[src/rtl/mem_access_stage.sv]
`timescale 1ns/1ps
`default_nettype none
// ============================================================================
//  Module   : mem_access_stage
//  Purpose  : Memory stage between execute and writeback. Issues aligned,
//             byte-strobed bus requests for loads/stores, extracts and
//             extends load data, and presents a registered writeback result
//             with stall, flush and misalignment handling.
//  Revision : 1.0 - initial release
// ============================================================================
module mem_access_stage #(
  parameter int XLEN   = 64,
  parameter int NBYTES = XLEN / 8
) (
  input  logic              clk,
  input  logic              resetn,
  input  logic              flush,
  // execute-side handshake
  input  logic              in_valid,
  output logic              in_ready,
  input  logic [XLEN-1:0]   in_pc,
  input  logic [XLEN-1:0]   in_result,
  input  logic [XLEN-1:0]   in_wdata,
  input  logic              in_memread,
  input  logic              in_memwrite,
  input  logic              in_unsigned,
  input  logic              in_regwrite,
  input  logic [1:0]        in_size,
  input  logic [4:0]        in_dst,
  // data bus
  output logic              dreq_valid,
  output logic              dreq_write,
  output logic [XLEN-1:0]   dreq_addr,
  output logic [NBYTES-1:0] dreq_strobe,
  output logic [XLEN-1:0]   dreq_data,
  input  logic              dresp_ok,
  input  logic [XLEN-1:0]   dresp_data,
  // writeback-side handshake
  output logic              out_valid,
  input  logic              out_ready,
  output logic [XLEN-1:0]   out_pc,
  output logic [XLEN-1:0]   out_regdata,
  output logic [XLEN-1:0]   out_addr,
  output logic              out_regwrite,
  output logic              out_skip,
  output logic              out_misalign,
  output logic [4:0]        out_dst
);

  localparam int OFFW     = $clog2(NBYTES);
  localparam bit DWORD_OK = (XLEN >= 64);

  typedef enum logic [1:0] {
    S_IDLE   = 2'd0,
    S_ACCESS = 2'd1,
    S_HOLD   = 2'd2,
    S_DRAIN  = 2'd3
  } state_t;

  state_t              state_q;

  // bus request registers
  logic                dreq_valid_q;
  logic                dreq_write_q;
  logic [XLEN-1:0]     dreq_addr_q;
  logic [NBYTES-1:0]   dreq_strobe_q;
  logic [XLEN-1:0]     dreq_data_q;

  // in-flight memory instruction context
  logic [OFFW-1:0]     off_q;
  logic [1:0]          size_q;
  logic                unsigned_q;
  logic                memread_q;
  logic [XLEN-1:0]     pc_q;
  logic [XLEN-1:0]     result_q;
  logic                regwrite_q;
  logic [4:0]          dst_q;
  logic [XLEN-1:0]     hold_q;

  // output register
  logic                out_valid_q;
  logic [XLEN-1:0]     out_pc_q;
  logic [XLEN-1:0]     out_regdata_q;
  logic [XLEN-1:0]     out_addr_q;
  logic                out_regwrite_q;
  logic                out_skip_q;
  logic                out_misalign_q;
  logic [4:0]          out_dst_q;

  logic                w_slot_free;
  logic                w_accept;
  logic                w_is_mem;
  logic [2:0]          w_low_mask;
  logic                w_misalign;
  logic [OFFW-1:0]     w_off;
  logic [NBYTES-1:0]   w_strobe;
  logic [XLEN-1:0]     w_req_addr;
  logic [XLEN-1:0]     w_req_data;
  logic [XLEN-1:0]     w_rsh;
  logic                w_sign;
  logic [XLEN-1:0]     w_load;
  logic [XLEN-1:0]     w_resp_data;

  // Handshake and alignment decode for the incoming instruction
  always_comb begin
    w_slot_free = !out_valid_q || out_ready;
    in_ready    = (state_q == S_IDLE) && !flush && w_slot_free;
    w_accept    = in_valid && in_ready;
    w_is_mem    = in_memread || in_memwrite;
    case (in_size)
      2'd0:    w_low_mask = 3'b000;
      2'd1:    w_low_mask = 3'b001;
      2'd2:    w_low_mask = 3'b011;
      default: w_low_mask = 3'b111;
    endcase
    w_misalign = w_is_mem &&
                 (((in_result[2:0] & w_low_mask) != 3'b000) ||
                  ((in_size == 2'd3) && !DWORD_OK));
    w_off      = in_result[OFFW-1:0];
    w_req_addr = {in_result[XLEN-1:OFFW], {OFFW{1'b0}}};
    w_req_data = in_wdata << {w_off, 3'b000};
  end

  // Byte strobe: 2^size contiguous lanes starting at the byte offset
  always_comb begin
    w_strobe = '0;
    for (int b = 0; b < NBYTES; b++) begin
      w_strobe[b] = (b >= int'(w_off)) && (b < int'(w_off) + (1 << in_size));
    end
  end

  // Load extraction: shift lane down, keep 2^size bytes, sign/zero-extend
  always_comb begin
    w_rsh = dresp_data >> {off_q, 3'b000};
    case (size_q)
      2'd0:    w_sign = w_rsh[7];
      2'd1:    w_sign = w_rsh[15];
      2'd2:    w_sign = w_rsh[31];
      default: w_sign = w_rsh[XLEN-1];
    endcase
    w_load = '0;
    for (int i = 0; i < XLEN; i++) begin
      w_load[i] = (i < (8 << size_q)) ? w_rsh[i] : (w_sign && !unsigned_q);
    end
    // stores write back the ALU result unchanged
    w_resp_data = memread_q ? w_load : result_q;
  end

  // Stage FSM with registered bus request and output register
  always_ff @(posedge clk or negedge resetn) begin
    if (!resetn) begin
      state_q        <= S_IDLE;
      dreq_valid_q   <= 1'b0;
      dreq_write_q   <= 1'b0;
      dreq_addr_q    <= '0;
      dreq_strobe_q  <= '0;
      dreq_data_q    <= '0;
      off_q          <= '0;
      size_q         <= 2'd0;
      unsigned_q     <= 1'b0;
      memread_q      <= 1'b0;
      pc_q           <= '0;
      result_q       <= '0;
      regwrite_q     <= 1'b0;
      dst_q          <= 5'd0;
      hold_q         <= '0;
      out_valid_q    <= 1'b0;
      out_pc_q       <= '0;
      out_regdata_q  <= '0;
      out_addr_q     <= '0;
      out_regwrite_q <= 1'b0;
      out_skip_q     <= 1'b0;
      out_misalign_q <= 1'b0;
      out_dst_q      <= 5'd0;
    end else begin
      // writeback consumed the current result
      if (out_valid_q && out_ready) begin
        out_valid_q <= 1'b0;
      end

      case (state_q)
        S_IDLE: begin
          if (w_accept) begin
            if (w_is_mem && !w_misalign) begin
              pc_q          <= in_pc;
              result_q      <= in_result;
              regwrite_q    <= in_regwrite;
              dst_q         <= in_dst;
              off_q         <= w_off;
              size_q        <= in_size;
              unsigned_q    <= in_unsigned;
              memread_q     <= in_memread;
              dreq_valid_q  <= 1'b1;
              dreq_write_q  <= in_memwrite;
              dreq_addr_q   <= w_req_addr;
              dreq_strobe_q <= w_strobe;
              dreq_data_q   <= w_req_data;
              state_q       <= S_ACCESS;
            end else begin
              out_valid_q    <= 1'b1;
              out_pc_q       <= in_pc;
              out_regdata_q  <= in_result;
              out_addr_q     <= in_result;
              out_regwrite_q <= in_regwrite && !w_misalign;
              out_skip_q     <= w_is_mem;
              out_misalign_q <= w_misalign;
              out_dst_q      <= in_dst;
            end
          end
        end

        S_ACCESS: begin
          if (dresp_ok) begin
            dreq_valid_q <= 1'b0;
            if (flush) begin
              // response coincides with the redirect: bus is done, drop it
              state_q <= S_IDLE;
            end else if (w_slot_free) begin
              out_valid_q    <= 1'b1;
              out_pc_q       <= pc_q;
              out_regdata_q  <= w_resp_data;
              out_addr_q     <= result_q;
              out_regwrite_q <= regwrite_q;
              out_skip_q     <= 1'b1;
              out_misalign_q <= 1'b0;
              out_dst_q      <= dst_q;
              state_q        <= S_IDLE;
            end else begin
              hold_q  <= w_resp_data;
              state_q <= S_HOLD;
            end
          end else if (flush) begin
            // request must stay up until the bus answers
            state_q <= S_DRAIN;
          end
        end

        S_HOLD: begin
          if (flush) begin
            state_q <= S_IDLE;
          end else if (w_slot_free) begin
            out_valid_q    <= 1'b1;
            out_pc_q       <= pc_q;
            out_regdata_q  <= hold_q;
            out_addr_q     <= result_q;
            out_regwrite_q <= regwrite_q;
            out_skip_q     <= 1'b1;
            out_misalign_q <= 1'b0;
            out_dst_q      <= dst_q;
            state_q        <= S_IDLE;
          end
        end

        default: begin
          // S_DRAIN: wait out the response of a flushed access and discard it
          if (dresp_ok) begin
            dreq_valid_q <= 1'b0;
            state_q      <= S_IDLE;
          end
        end
      endcase

      // a redirect always empties the output register
      if (flush) begin
        out_valid_q <= 1'b0;
      end
    end
  end

  assign dreq_valid   = dreq_valid_q;
  assign dreq_write   = dreq_write_q;
  assign dreq_addr    = dreq_addr_q;
  assign dreq_strobe  = dreq_strobe_q;
  assign dreq_data    = dreq_data_q;
  assign out_valid    = out_valid_q;
  assign out_pc       = out_pc_q;
  assign out_regdata  = out_regdata_q;
  assign out_addr     = out_addr_q;
  assign out_regwrite = out_regwrite_q;
  assign out_skip     = out_skip_q;
  assign out_misalign = out_misalign_q;
  assign out_dst      = out_dst_q;

endmodule
`default_nettype wire

[config.mk]
export PLATFORM = sky130hd
export DESIGN_NAME = mem_access_stage
export DESIGN_NICKNAME = d
export VERILOG_FILES = /design/src/rtl/mem_access_stage.sv
export SDC_FILE = /design/constraint.sdc
export NUM_CORES = 1
export LEC_CHECK = 0
export ABC_AREA = 1
export BUFFER_PORTS_ARGS = -buffer_cell sky130_fd_sc_hd__buf_2
export CAP_MARGIN = 0
export CORE_ASPECT_RATIO = 1.5
export CORE_MARGIN = 2
export CORE_UTILIZATION = 28
export CTS_CLUSTER_SIZE = 25
export DETAILED_ROUTE_END_ITERATION = 8
export PLACE_DENSITY = 0.49
export SLEW_MARGIN = 20
export SYNTH_ARGS = -nofsm -noshare
export SYNTH_HDL_FRONTEND = slang
export SYNTH_SLANG_ARGS = --single-unit
[constraint.sdc]
create_clock -name clk -period 2.3 [get_ports clk]
set_clock_uncertainty 0.05 [all_clocks]
set_input_delay 0.115 -clock clk [delete_from_list [all_inputs] [get_ports clk]]
set_output_delay 0.115 -clock clk [all_outputs]
set_load 0.01 [all_outputs]
==> flow_summary.json <==
{
  "finalHoldViolCount": 0,
  "finalNetCount": 4508,
  "period_share_pct": 102,
  "relSlewSlack_pct": 42.3,
  "worst_slew_pin_slew_ps": 866,
  "crit_type": "reg -> reg",
  "rsz0062_at_grt": "true",
  "wire_per_inst_um": 20.5,
  "r2r-start": "off_q[0]",
  "root_buffer": "clkbuf_16",
  "wirelength_um": 112000,
  "r2r_setup_slack_ps": -40,
  "fmax_mhz": 427,
  "regToRegEndpoint": "out_regdata[50]",
  "whs_path_depth": 7,
  "hold_path.class": "in -> reg",
  "vias": 25999,
  "synth_area_um2": 25100,
  "final_core_util_pct": 40.3,
  "antenna_left": 0,
  "grt_pass1_wl_um": 159000,
  "yosys.area.top_type": "dfrtp_1",
  "nFillCells": 9238,
  "die_y_um": 370,
  "yosysSeqAreaShare_pct": 47.8,
  "port_buffers": 609,
  "setup_viol": 1,
  "post-route-drc-count": 0,
  "crit_fanout": 7,
  "power-per-cell-area_nw_per_um2": 1520,
  "status": "complete, but fails checks",
  "gp_congestion": 0.897,
  "cts_buffer_depth": 3,
  "drt_iter0_markers": 1573,
  "synth.distinct_cells": 52,
  "maxSlewViolCount": 0,
  "reg2reg_depth": 15,
  "syn_avg_cell_area_um2": 7.47,
  "vias_per_cell": 4.77,
  "syn_to_final_growth_pct": 42.7,
  "core_um2": 88900,
  "antenna_found_initial": 44,
  "synth_top_area_share_pct": 47.8,
  "initial_core_util_pct": 28.2,
  "ioPinCount": 613,
  "synth_edf_count": 0,
  "post-place-ws_ps": -90.8,
  "grt_usage_pct": 22.7,
  "gr-total-overflow": 0,
  "cts_tree": "built",
  "holdPathEnd": "hold_q[6]",
  "crit_arrival_ps": 2840,
  "die_x_um": 248,
  "syn_inst": 3356,
  "dp.cells": 5065,
  "synth_flop_cell": "dfrtp_1",
  "worst_slack_ps": -40.2,
  "synth_seq_cells": 479,
  "final_layout_size_suffix_gt1_share_pct": 25.7,
  "yosys-top-cells-area": "dfrtp_1 (48%), nand2_1 (19%), o21ai_0 (8.4%), nand3_1 (3.4%), inv_1 (3.4%)",
  "yosysWarnings": 0,
  "drt_pass1_iterations": 7,
  "die-area_um2": 92000,
  "layout_common_cells": "nand2_1 (1230), buf_2 (608), dfrtp_1 (476), o21ai_0 (380), dlygate4sd3_1 (230)",
  "htreeDepth": 2,
  "max_cap_viol_count": 0,
  "worstPathRequired_ps": 2800,
  "placementRows": 134,
  "grt_max_degree": 128,
  "final_common_cell": "nand2_1",
  "post-dp-hpwl_um": 77500,
  "fin_crit_ps": 2340,
  "critPathCaptureType": "flip-flop",
  "clkTransAtPathRegs_ps": 60,
  "hold_start": "dresp_data[22]",
  "vdd_drop_max_mv": 0.922,
  "clk_latency_ps": 660,
  "grt_pass1_vias": 24880,
  "fin_cells": 5447,
  "async_flop_share_pct": 100,
  "violations": "negative setup slack",
  "start_kind": "flip-flop",
  "cts_inserted_buffers": 54,
  "clkSinkCount": 479,
  "power.leakage_nw": 18.1
}
-- state kept, by name, summed over array words and instances, names as in the netlist, 2 cells and up --
register     flops
dreq_data       64
dreq_strobe      8
dst_q            5
hold_q          64
off_q            2
out_addr        64
out_dst          5
out_pc          64
out_regdata     64
pc_q            64
result_q        62
size_q           2
state_q          2
-- power by group --
group / internal, W / switching (W)
combinational: 0.0113 / 0.0186
sequential: 0.0125 / 0.00222
clock: 0.00542 / 0.00411
total: 0.0293 / 0.0250
-- synthesized netlist by cell type, types with 5 or more instances --
master,number
a21boi_0,8
a21boi_1,32
a21oi_1,143
a221o_1,13
a31oi_1,7
buf_1,13
buf_2,60
buf_4,13
buf_6,11
clkbuf_1,138
dfrtp_1,479
ha_1,7
inv_1,227
inv_2,16
mux2i_1,20
nand2_1,1274
nand2_2,5
nand3_1,172
nor2_1,47
o211ai_1,42
o21ai_0,419
o21ai_1,96
o221ai_1,12
or2_1,25
or2_2,31
-- worst max-delay path by stage --
stage / startpoint / to / slack [ps] / cells past startpoint
floorplan: state_q[0] / out_misalign / 140 / 15
CTS: off_q[0] / out_regdata[21] / 20 / 13
finish: off_q[0] / out_regdata[50] / -40 / 15
detailed placement: off_q[0] / out_regdata[21] / -90 / 13
global placement: off_q[0] / out_regdata[21] / -130 / 13
global route: off_q[0] / out_regdata[48] / -110 / 15
-- critical path, cell delays in order, from the launching register on --
cell and delay (ps):
dfrtp_2 440, buf_6 150, buf_12 130, nand2_1 80, nand3_2 90, nand3_2 90, nand2_4 90, nand2_4 70
nand3_4 110, nand3_4 190, clkbuf_16 250, nand3_1 100, nand3_1 80, nand2_1 90, nand2_1 60, a21boi_1 150
-- cell families after synthesis --
kind of cell	synth area share, %
AND/OR/NAND/NOR	25.5
AO/OA/AOI/OAI	17.4
buffers and inverters	8.01
flip-flops	47.8
multiplexers	0.799
adder cells (fa/ha/maj)	0.429
other	0.0150
XOR/XNOR	0.0349
-- through the flow --
stage | setup TNS, ps | area [µm²] | power, W | hold slack [ps]
6_report | -40.2 | 35800 | 0.0543 | 37.6
5_1_grt | -3410 | 35800 | 0.0584 | 32.8
4_1_cts | 0 | 34700 | 0.0520 | 3.81
3_5_place_dp | -161 | 30400 | 0.0418 | -12.7
3_3_place_gp | -235 | 30400 | 0.0416 | -19.8
2_1_floorplan | 0 | 25100 | 0.0299 | -231
-- routing by layer --
layer  vias to the layer above  share of wire [%]  GRT usage (%)
met5                         -               0.23              0
met4                        44                3.7           7.89
met3                       200                6.7           5.20
met2                       769                 48           38.5
met1                     12348                 41           28.2
li1                      12638                  -              -
-- area by class of cell --
cell class / instances / area, µm² / area share (%)
diodes: 19 / 47.5 / 0.133
well taps: 1156 / 1450 / 4.04
clock inverters: 32 / 405 / 1.13
multi-input cells: 2399 / 11600 / 32.5
clock buffers: 69 / 1530 / 4.27
inverters: 245 / 940 / 2.63
repair buffers: 1048 / 7810 / 21.8
flip-flops and latches: 479 / 12000 / 33.5
-- what timing repair did --
| action | CTS | global route |
|---|---|---|
| cloned | 0 | 18 |
| setup endpoints to repair | 2 | 204 |
| endpoints found under the hold margin | 787 | 0 |
| hold buffers | 231 | 0 |
| gates resized for setup | 3 | 185 |
| pin swaps | 0 | 49 |
| buffers inserted | 0 | 13 |
Power figures use the tool's default switching activity.
